**config.mk**
```make
export PLATFORM = sky130hd
export DESIGN_NAME = ex_hazard_ctrl
export DESIGN_NICKNAME = d
export VERILOG_FILES = /design/src/rtl/ex_hazard_ctrl.sv
export SDC_FILE = /design/constraint.sdc
export NUM_CORES = 1
export LEC_CHECK = 0
export BUFFER_PORTS_ARGS = -buffer_cell sky130_fd_sc_hd__buf_2
export CORE_UTILIZATION = 37
export DETAILED_ROUTE_END_ITERATION = 6
export PLACE_DENSITY = 0.95
export SKIP_LAST_GASP = 1
export SYNTH_ARGS = -nofsm -noshare
export SYNTH_HDL_FRONTEND = slang
export SYNTH_SLANG_ARGS = --single-unit
```
**constraint.sdc**
```tcl
create_clock -name clk -period 2.9 [get_ports clk]
set_input_delay 0.145 -clock clk [delete_from_list [all_inputs] [get_ports clk]]
set_output_delay 0.145 -clock clk [all_outputs]
set_load 0.01 [all_outputs]
```
**src/rtl/ex_hazard_ctrl.sv**
```systemverilog
// Execute-stage hazard controller: operand forwarding selects plus stall, bubble and flush
// sequencing for load-use hazards, taken redirects and multi-cycle ALU operations.
module ex_hazard_ctrl #(
    parameter int REG_AW    = 5,
    parameter int MC_CYCLES = 4
) (
    input  logic              clk,
    input  logic              rst,
    input  logic [REG_AW-1:0] FeDe_src1,
    input  logic [REG_AW-1:0] FeDe_src2,
    input  logic              FeDe_src1_vld,
    input  logic              FeDe_src2_vld,
    input  logic [REG_AW-1:0] DeEx_src1,
    input  logic [REG_AW-1:0] DeEx_src2,
    input  logic [REG_AW-1:0] DeEx_dst,
    input  logic              DeEx_reg_wrt_en,
    input  logic              DeEx_mem_en,
    input  logic              DeEx_mem_wrt,
    input  logic [4:0]        DeEx_ALU_op,
    input  logic [REG_AW-1:0] ExMe_dst,
    input  logic              ExMe_reg_wrt_en,
    input  logic [REG_AW-1:0] MeWb_dst,
    input  logic              MeWb_reg_wrt_en,
    input  logic              ex_redirect,
    output logic [1:0]        forward1_sel,
    output logic [1:0]        forward2_sel,
    output logic              pc_hold,
    output logic              FeDe_hold,
    output logic              FeDe_flush,
    output logic              DeEx_hold,
    output logic              DeEx_flush,
    output logic              ExMe_bubble,
    output logic              mc_busy
);

    // state   | meaning
    // RUN     | normal flow; a multi-cycle op in DeEx holds combinationally and enters MC_BUSY
    // MC_BUSY | multi-cycle op occupying execute; counter holds remaining cycles
    typedef enum logic {RUN = 1'b0, MC_BUSY = 1'b1} state_t;

    localparam int CNT_W = $clog2(MC_CYCLES);
    localparam logic [CNT_W-1:0] CNT_LOAD = CNT_W'(MC_CYCLES - 1);

    state_t           state;
    logic [CNT_W-1:0] cnt;

    logic isLoad;
    logic loadUse;
    logic mcHold;
    logic luStall;

    function automatic logic [1:0] fwdSel(
        input logic [REG_AW-1:0] src,
        input logic [REG_AW-1:0] exDst,
        input logic              exWe,
        input logic [REG_AW-1:0] wbDst,
        input logic              wbWe
    );
        if (exWe && exDst == src)
            return 2'b01;
        else if (wbWe && wbDst == src)
            return 2'b10;
        else
            return 2'b00;
    endfunction

    assign isLoad  = DeEx_mem_en & ~DeEx_mem_wrt & DeEx_reg_wrt_en;
    assign loadUse = isLoad & ((FeDe_src1_vld & (FeDe_src1 == DeEx_dst)) |
                               (FeDe_src2_vld & (FeDe_src2 == DeEx_dst)));

    // Redirect outranks the multi-cycle hold, which outranks the load-use stall.
    assign mcHold  = ~ex_redirect & ((state == MC_BUSY) | DeEx_ALU_op[4]);
    assign luStall = ~ex_redirect & ~mcHold & loadUse;

    always_ff @(posedge clk or posedge rst) begin
        if (rst) begin
            state <= RUN;
            cnt   <= '0;
        end else if (state == RUN) begin
            if (DeEx_ALU_op[4] && !ex_redirect) begin
                state <= MC_BUSY;
                cnt   <= CNT_LOAD;
            end
        end else begin
            if (ex_redirect || cnt <= CNT_W'(1)) begin
                state <= RUN;
                cnt   <= '0;
            end else begin
                cnt <= cnt - CNT_W'(1);
            end
        end
    end

    // Outputs are forced quiet while reset is held so an aborted op leaves no hold behind.
    always_comb begin
        forward1_sel = 2'b00;
        forward2_sel = 2'b00;
        pc_hold      = 1'b0;
        FeDe_hold    = 1'b0;
        FeDe_flush   = 1'b0;
        DeEx_hold    = 1'b0;
        DeEx_flush   = 1'b0;
        ExMe_bubble  = 1'b0;
        mc_busy      = 1'b0;
        if (!rst) begin
            forward1_sel = fwdSel(DeEx_src1, ExMe_dst, ExMe_reg_wrt_en, MeWb_dst, MeWb_reg_wrt_en);
            forward2_sel = fwdSel(DeEx_src2, ExMe_dst, ExMe_reg_wrt_en, MeWb_dst, MeWb_reg_wrt_en);
            pc_hold      = mcHold | luStall;
            FeDe_hold    = mcHold | luStall;
            FeDe_flush   = ex_redirect;
            DeEx_hold    = mcHold;
            DeEx_flush   = ex_redirect | luStall;
            ExMe_bubble  = mcHold;
            mc_busy      = mcHold;
        end
    end

endmodule

```
==> run metrics, run 1 <==
status finished, final reports clean; hold slack 0.1818 ns; Initial Util 39.20%; Worst Skew 0.005219 ns; Die H 41.95 microns; total track usage 20.67%; utilization after layout 60.05%; VDD IR max 0.0001697 V; CTS tree done; crit share post-route 64.29%; crit-path max FO 7; global route overflow 0; worst r2r path cells 3; Slew Viols, Final 0; Root Buffer clkbuf_4; FP Rows 14; Post-Syn Instances 75; mean number of vias per cell 5.020; critical hold path startpoint ex_redirect; part of the Yosys area used for sequential elements 12.71%; worst path required time 2.76 ns; launch point of the worst path rst; core region area 1506 sq um; Clock power frac 28.1%; die area 1760 sq um; Final TNS setup 0 ns; antenna violations before repair 0; Via Count 748; I/O pin total 61; internal power 0.0001693 W; MaxCap Viol Count 0; Die Width 41.95 microns; average cell area after synthesis 7.874 sq um; largest net degree at the start of global routing 8; Worst-Margin Slew 0.3282 ns; Hold Path Stages 2; final net count 185; CTS max path bufs 2; part of the power in registers 22.8%; syn_nets 126; final number of setup-violating endpoints 0; Pwr per Cell Area 291.3 nW/um^2; Ys Warns 0; reg-to-reg slack, setup 1.81 ns; ratio of cells with drive above 1 in the final layout 45.11%; commonest non-fill, non-tap cells in the layout 56 x buf_2, 16 x xor2_1, 14 x xnor2_1, 8 x nor2_1, 6 x nand4_1; Slew HR 77.95%; hold crit path type primary input to flip-flop; postcts setup bufs 0; Crit. End Element output pin; Clock transition at path regs 0.04 ns; total routed wirelength 1684 microns; ANT nets after route 0; total power 0.0002635 W; clock latency on the worst-skew pair 0.23 ns; Inserted Diodes 0; Comb pwr share 49.1%; Routability Congestion 0.7038; Synth Cell Area 590.6 sq um; I/O Buffers 56; register bit total from synthesis 3; initial DRC count 2; Pre-Repair DR Iteration Count 3; number of global-route vias before repair 729; Worst Path Class, Setup primary input to output pin; # DRC 0; fmax 536.3 MHz; RSZ-0062 raised after global routing false; H-tree lvl count 1; Switching Fraction 35.75%; CTS buffer count 3; Worst Setup Start Kind primary input; Final min period 1.865 ns; commonest non-fill, non-tap cell in the layout buf_2; P&R area growth vs syn 53.18%; post-cts sizing count 0; Synth cell types 22; Leak Pwr 0.4692 nW; first-pass GRT wire length 2732 microns; WL/cell 11.30 microns; hold-fix buffers at CTS 1; Fin. Hold Viols 0; r2r startpoint cnt[0]; switching power 0.00009420 W; clock sinks 3; Critical Path AT 1.72 ns
[critical path, cell delays in order]
cell,delay (ns)
dlygate4sd3_1,0.53
buf_2,0.17
nor4_2,0.32
nand4_1,0.13
o22a_1,0.23
nand2b_1,0.08
buf_2,0.13
[synth_stat cells]
master / count / area share (%)
xor2_1: 16 / 24
xnor2_1: 14 / 21
nor2_1: 8 / 5.1
nand4_1: 6 / 6.4
inv_1: 4 / 2.5
nor4_1: 4 / 4.2
buf_4: 3 / 3.8
dfrtp_1: 3 / 13
nand3_1: 3 / 2.5
nor2b_1: 2 / 2.1
a21boi_0: 1 / 1.3
a21oi_1: 1 / 0.85
and3b_1: 1 / 1.5
ha_1: 1 / 2.1
mux2i_1: 1 / 1.7
nand2b_1: 1 / 1.1
nor3_1: 1 / 0.85
nor4_2: 1 / 2.1
o21ai_0: 1 / 0.85
o21ai_1: 1 / 0.85
o22a_1: 1 / 1.5
o32ai_1: 1 / 1.5
[routing by layer]
metal	global-route usage (%)	part of all wire [%]	vias up
li1	-	-	373
met1	16.35	33	308
met2	40.94	52	61
met3	5.217	12	6
met4	16.13	3.0	0
met5	0	0	-
[final timing paths]
check / to
max in group asynchronous: cnt[1]
worst min-delay path: state
worst max-delay path: pc_hold
worst min register to register: cnt[1]
min in group asynchronous: cnt[0]
worst max register to register: cnt[1]
[power groups by stage]
stage | registers (W) | clock network, W | logic (W)
finish | 0.0000601 | 0.0000740 | 0.000129
global route | 0.0000614 | 0.0000861 | 0.000144
CTS | 0.0000603 | 0.0000778 | 0.000131
detailed placement | 0.0000608 | 0 | 0.000130
global placement | 0.0000592 | 0 | 0.000124
floorplan | 0.0000584 | 0 | 0.0000710
[cells by family after synthesis]
group,count (synthesis),share of synthesized area [%]
mux,1,1.695
compound gates,6,6.778
xor+xnor,30,44.49
flops,3,12.71
buf+inv,7,6.355
fa+ha+maj,1,2.118
simple gates,27,25.85
[sequential cells by signal (all words and copies together), names as in the netlist]
signal / cells
cnt: 2
state: 1
[area by class of cell]
class                      count  area [sq um]
multi-input combinational     65         478.0
inverter                       4         15.01
sequential                     3         75.07
fill                         139         601.8
clock buffer                   4         26.28
timing repair buffer          57         290.3
tap                           16         20.02
[metrics by stage]
stage,instances,worst slack [ns],instance area [sq um]
after floorplan,75,1.458,590.6
after global placement,144,1.476,868.3
after detailed placement,144,1.439,868.3
after CTS,149,1.037,904.6
after global routing,149,0.9385,904.6
final,149,1.035,904.6
Power figures use the tool's default switching activity.
==> run 2, diff against run 1 <==
Settings changed: ABC_AREA from default to 1, CORE_UTILIZATION 37 to 34, PLACE_DENSITY 0.95 to 0.86.
Clock period 2.9 ns to 1.6 ns, I/O delays scaled along.
==> run metrics, run 2 <==
clock latency on the worst-skew pair 0.23 ns; WL/cell 8.210 microns; biggest area consumer among synthesized cells nand2_1; internal power 0.0002997 W; ANT nets after route 0; Worst Path Class, Setup primary input to output pin; WHS Endpoint state; Crit path largest cell delay 0.65 ns; crit-path cells dlygate4sd3_1, nor2_2, o21ai_1, a21oi_2, nand3_1, nor2_1, buf_2; Clock transition at path regs 0.03 ns; first-pass GRT wire length 3374 microns; total routed wirelength 1880 microns; I/O Buffers 56; CTS buffer count 3; commonest non-fill, non-tap cells in the layout 55 x buf_2, 51 x nand2_1, 33 x inv_1, 20 x nor2_1; Via Count 983; Synth cell types 20; H-tree lvl count 1; Pwr per Cell Area 452.6 nW/um^2; clock sinks 3; count leader, synth nand2_1; Critical Path AT 1.39 ns; Worst-Margin Slew 0.2662 ns; Reg area 75.07 sq um; commonest non-fill, non-tap cell in the layout buf_2; Crit. End Element output pin; Die Width 48.32 microns; part of the power in registers 22.1%; reg-to-reg slack, setup 0.57 ns; postcts setup bufs 0; Final TNS setup 0 ns; post-route cell area 1052 sq um; Inserted Diodes 0; VDD IR max 0.0002707 V; final net count 254; Pre-Repair DR Iteration Count 4; post-cts sizing count 0; Die H 48.32 microns; Fin. Hold Viols 0; global route overflow 0; hold crit path type primary input to flip-flop; die area 2335 sq um; register bit total from synthesis 3; total track usage 17.72%; Slew HR 82.20%; Post-Syn Instances 145; number of global-route vias before repair 903; switching power 0.0001766 W; Layout Cells excl Fill 229; ys flop type dfrtp_1; antenna violations before repair 0; worst r2r path cells 4; Post-synth EDFFs 0; Clock power frac 27.2%; DP Worst Slack 0.4641 ns; Multi-input gate area 508.0 sq um; MaxCap Viol Count 0; top cells by count, synth 51 x nand2_1, 33 x inv_1, 20 x nor2_1; CTS max path bufs 2; P&R area growth vs syn 44.25%; Final min period 1.472 ns; Ys Warns 0; worst path required time 1.52 ns; Top reg by flops cnt; ratio of cells with drive above 1 in the final layout 29.70%; Comb pwr share 50.7%; Routability Congestion 0.7735; fmax 679.5 MHz; Hold Path Stages 4; Worst path slowest cell dlygate4sd3_1; # DRC 0; core region area 1982 sq um; Worst Setup Start Kind primary input; crit share post-route 91.97%; utilization after layout 53.09%; status finished, final reports clean; biggest regs cnt: 2 flops, state: 1 flops; Worst Skew 0.0008341 ns; DP Area 1021 sq um; CTS tree done; initial DRC count 4; layout filler cell count 228; Final WS setup 0.1284 ns; # placed instances 225; Initial Util 36.81%; critical hold path startpoint ex_redirect; R2R Path End cnt[1]; largest net degree at the start of global routing 7; mean number of vias per cell 4.293; max reg flops 2; part of the Yosys area used for sequential elements 10.29%; RSZ-0062 raised after global routing false; synth top area cells nand2_1 26%, inv_1 17%, dfrtp_1 10%; r2r startpoint cnt[0]; Root Buffer clkbuf_4; syn_nets 196; HPWL Detailed 1660 microns; Leak Pwr 0.7136 nW; Synth Cell Area 729.5 sq um; Switching Fraction 37.08%; average cell area after synthesis 5.031 sq um; I/O pin total 61; top cell type's share of synthesized area 26.24%; Slew Viols, Final 0; final number of setup-violating endpoints 0; asr flop ratio synth 100.0%; FP Rows 16; crit-path max FO 6
## run 2: changes by cell type after synthesis, sizes merged, moves of 4 or more
cell   previous run  this run
inv               4        33
nor2              8        21
nor4              5         1
xor2             16         5
nand2             0        51
xnor2            14         5
## run 2: logic make-up (layout without fill, tap and decap cells)
logic type               Yosys count  count (layout)  share of synthesized area (%)
AND/OR/NAND/NOR                   88              88                          50.09
buffers and inverters             36              93                          20.07
XOR/XNOR                          10              10                          12.01
AO/OA/AOI/OAI                      7               7                          5.832
flip-flops                         3               3                          10.29
adder cells (fa/ha/maj)            1               1                          1.715
## run 2: routing by layer
metal	vias to the layer above	wire, microns	part of all wire [%]	track usage, %
met1	401	824	44	21.07
met2	34	937	50	33.80
li1	548	-	-	-
met3	0	117	6.2	1.572
met5	-	0	0	0
met4	0	0	0	4.412
## run 2: critical path: cells and delay by family
family / cells / cell delay [ns]
buffers and inverters: 2 / 0.79
and+or+nand+nor: 3 / 0.34
AOI/OAI and AO/OA: 2 / 0.19
## run 2: worst max-delay path by stage
stage	from	endpoint	slack [ns]
2_1_floorplan	state	pc_hold	0.47
3_3_place_gp	state	pc_hold	0.49
3_5_place_dp	state	FeDe_hold	0.46
4_1_cts	rst	forward1_sel[1]	0.11
5_1_grt	rst	forward1_sel[1]	0.01
6_report	rst	forward1_sel[1]	0.13
## run 2: area by class of cell
type                            count  share of cell area, %
Multi-Input combinational cell    106                  48.28
Timing Repair Buffer               56                  27.11
Inverter                           33                  11.77
Sequential cell                     3                  7.134
Tap cell                           27                  3.210
Clock buffer                        4                  2.497
## run 2: through the flow
| step | power [W] | hold slack (ns) |
|---|---|---|
| after floorplan | 0.0002459 | -0.1579 |
| after global placement | 0.0003417 | 0.03450 |
| after CTS | 0.0004854 | 0.1975 |
| final | 0.0004763 | 0.2010 |
| after global routing | 0.0005375 | 0.2378 |
| after detailed placement | 0.0003476 | 0.03728 |
## run 2: what timing repair did
| item | in CTS | in global routing |
|---|---|---|
| endpoints found under the hold margin | 3 | 0 |
| setup endpoints to repair | 0 | 1 |
| hold buffers | 1 | 0 |
## run 2: power by group through the flow
stage                     Combinational (W)  Sequential [W]  Clock [W]
after CTS                          0.000245        0.000105   0.000136
after global routing               0.000282        0.000109   0.000146
after detailed placement           0.000241        0.000106          0
final                              0.000241        0.000105   0.000129
after floorplan                    0.000142        0.000104          0
after global placement             0.000236        0.000105          0
==> run 3, diff against run 2 <==
Settings changed: MAX_ROUTING_LAYER from default to met4.
==> run metrics, run 3 (same netlist as run 2, synthesis figures left out) <==
commonest non-fill, non-tap cells in the layout 55 x buf_2, 51 x nand2_1, 33 x inv_1, 20 x nor2_1; RSZ-0062 raised after global routing false; I/O pin total 61; Worst Skew 0.0008341 ns; initial DRC count 6; Crit. End Element output pin; I/O Buffers 56; reg-to-reg slack, setup 0.57 ns; Root Buffer clkbuf_4; Initial Util 36.81%; WL/cell 8.210 microns; Worst Path Class, Setup primary input to output pin; Inserted Diodes 0; crit-path max FO 6; status finished, final reports clean; Final WS setup 0.1249 ns; die area 2335 sq um; # DRC 0; Clock transition at path regs 0.03 ns; Worst-Margin Slew 0.2677 ns; Slew HR 82.09%; Slew Viols, Final 0; Top reg by flops cnt; Via Count 983; Fin. Hold Viols 0; CTS max path bufs 2; worst path required time 1.52 ns; final net count 254; hold crit path type primary input to flip-flop; total routed wirelength 1880 microns; total track usage 18.23%; ratio of cells with drive above 1 in the final layout 29.70%; clock sinks 3; HPWL Detailed 1660 microns; layout filler cell count 228; first-pass GRT wire length 3374 microns; post-route cell area 1052 sq um; Final min period 1.475 ns; MaxCap Viol Count 0; Pre-Repair DR Iteration Count 4; global route overflow 0; hold slack 0.2011 ns; max reg flops 2; FP Rows 16; biggest regs cnt: 2 flops, state: 1 flops; Critical Path AT 1.40 ns; Leak Pwr 0.7136 nW; CTS tree done; antenna violations before repair 0; Final TNS setup 0 ns; crit share post-route 92.20%; final number of setup-violating endpoints 0; VDD IR max 0.0002707 V; fmax 677.9 MHz; mean number of vias per cell 4.293; Pwr per Cell Area 452.7 nW/um^2; Routability Congestion 0.7840; Worst Setup Start Kind primary input; Die H 48.32 microns; DP Area 1021 sq um; core region area 1982 sq um; clock latency on the worst-skew pair 0.23 ns; ANT nets after route 0; Die Width 48.32 microns; H-tree lvl count 1; DP Worst Slack 0.4641 ns; number of global-route vias before repair 903; commonest non-fill, non-tap cell in the layout buf_2; CTS buffer count 3; P&R area growth vs syn 44.25%; largest net degree at the start of global routing 7
run 3: cell counts in the layout (fill, tap and decap cells not counted):
No cell type changed its count.
run 3: layout make-up:
type | instances | area (sq um) | area share (%)
inverter | 33 | 123.9 | 11.77
tap | 27 | 33.78 | 3.210
multi-input combinational | 106 | 508.0 | 48.28
sequential | 3 | 75.07 | 7.134
timing repair buffer | 56 | 285.3 | 27.11
clock buffer | 4 | 26.28 | 2.497
run 3: repair_timing:
item                                    CTS  global route
hold buffers                              1             0
endpoints found under the hold margin     3             0
endpoints found under the setup margin    0             1
resized for setup                         0             0
setup buffers                             0             0
run 3: metal layers:
metal	part of all wire, %	up-vias	global-route usage (%)
met5	0	-	-
met4	0	0	4.412
met3	5.5	0	0.9434
met2	50	34	33.80
met1	44	401	21.46
li1	-	548	-
run 3: per-stage QoR:
stage               total power, W  cells  util, %
global route             0.0005375    229    53.09
global placement         0.0003417    225    51.52
detailed placement       0.0003476    225    51.52
floorplan                0.0002459    145        -
finish                   0.0004764    229    53.09
CTS                      0.0004854    230    53.35
run 3: worst max-delay path, stage by stage:
cell and delay, ns:
dlygate4sd3_1 0.65, nor2_2 0.16, o21ai_1 0.08, a21oi_2 0.11, nand3_1 0.07, nor2_1 0.11
buf_2 0.14
run 3: worst paths after layout:
kind,from,endpoint,cells after the start
max,rst,forward1_sel[1],7
min,ex_redirect,state,4
max reg2reg,cnt[0],cnt[1],4
min reg2reg,cnt[0],cnt[0],1
max in group asynchronous,rst,state,2
min in group asynchronous,rst,cnt[1],2
run 3: report_power, final:
part	internal (W)	total, W	switching, W	leakage [nW]
registers	0.0000943	0.000105	0.0000112	0.0362
logic	0.000112	0.000242	0.000129	0.662
clock network	0.0000933	0.000129	0.0000361	0.0150
total	0.000300	0.000476	0.000177	0.714
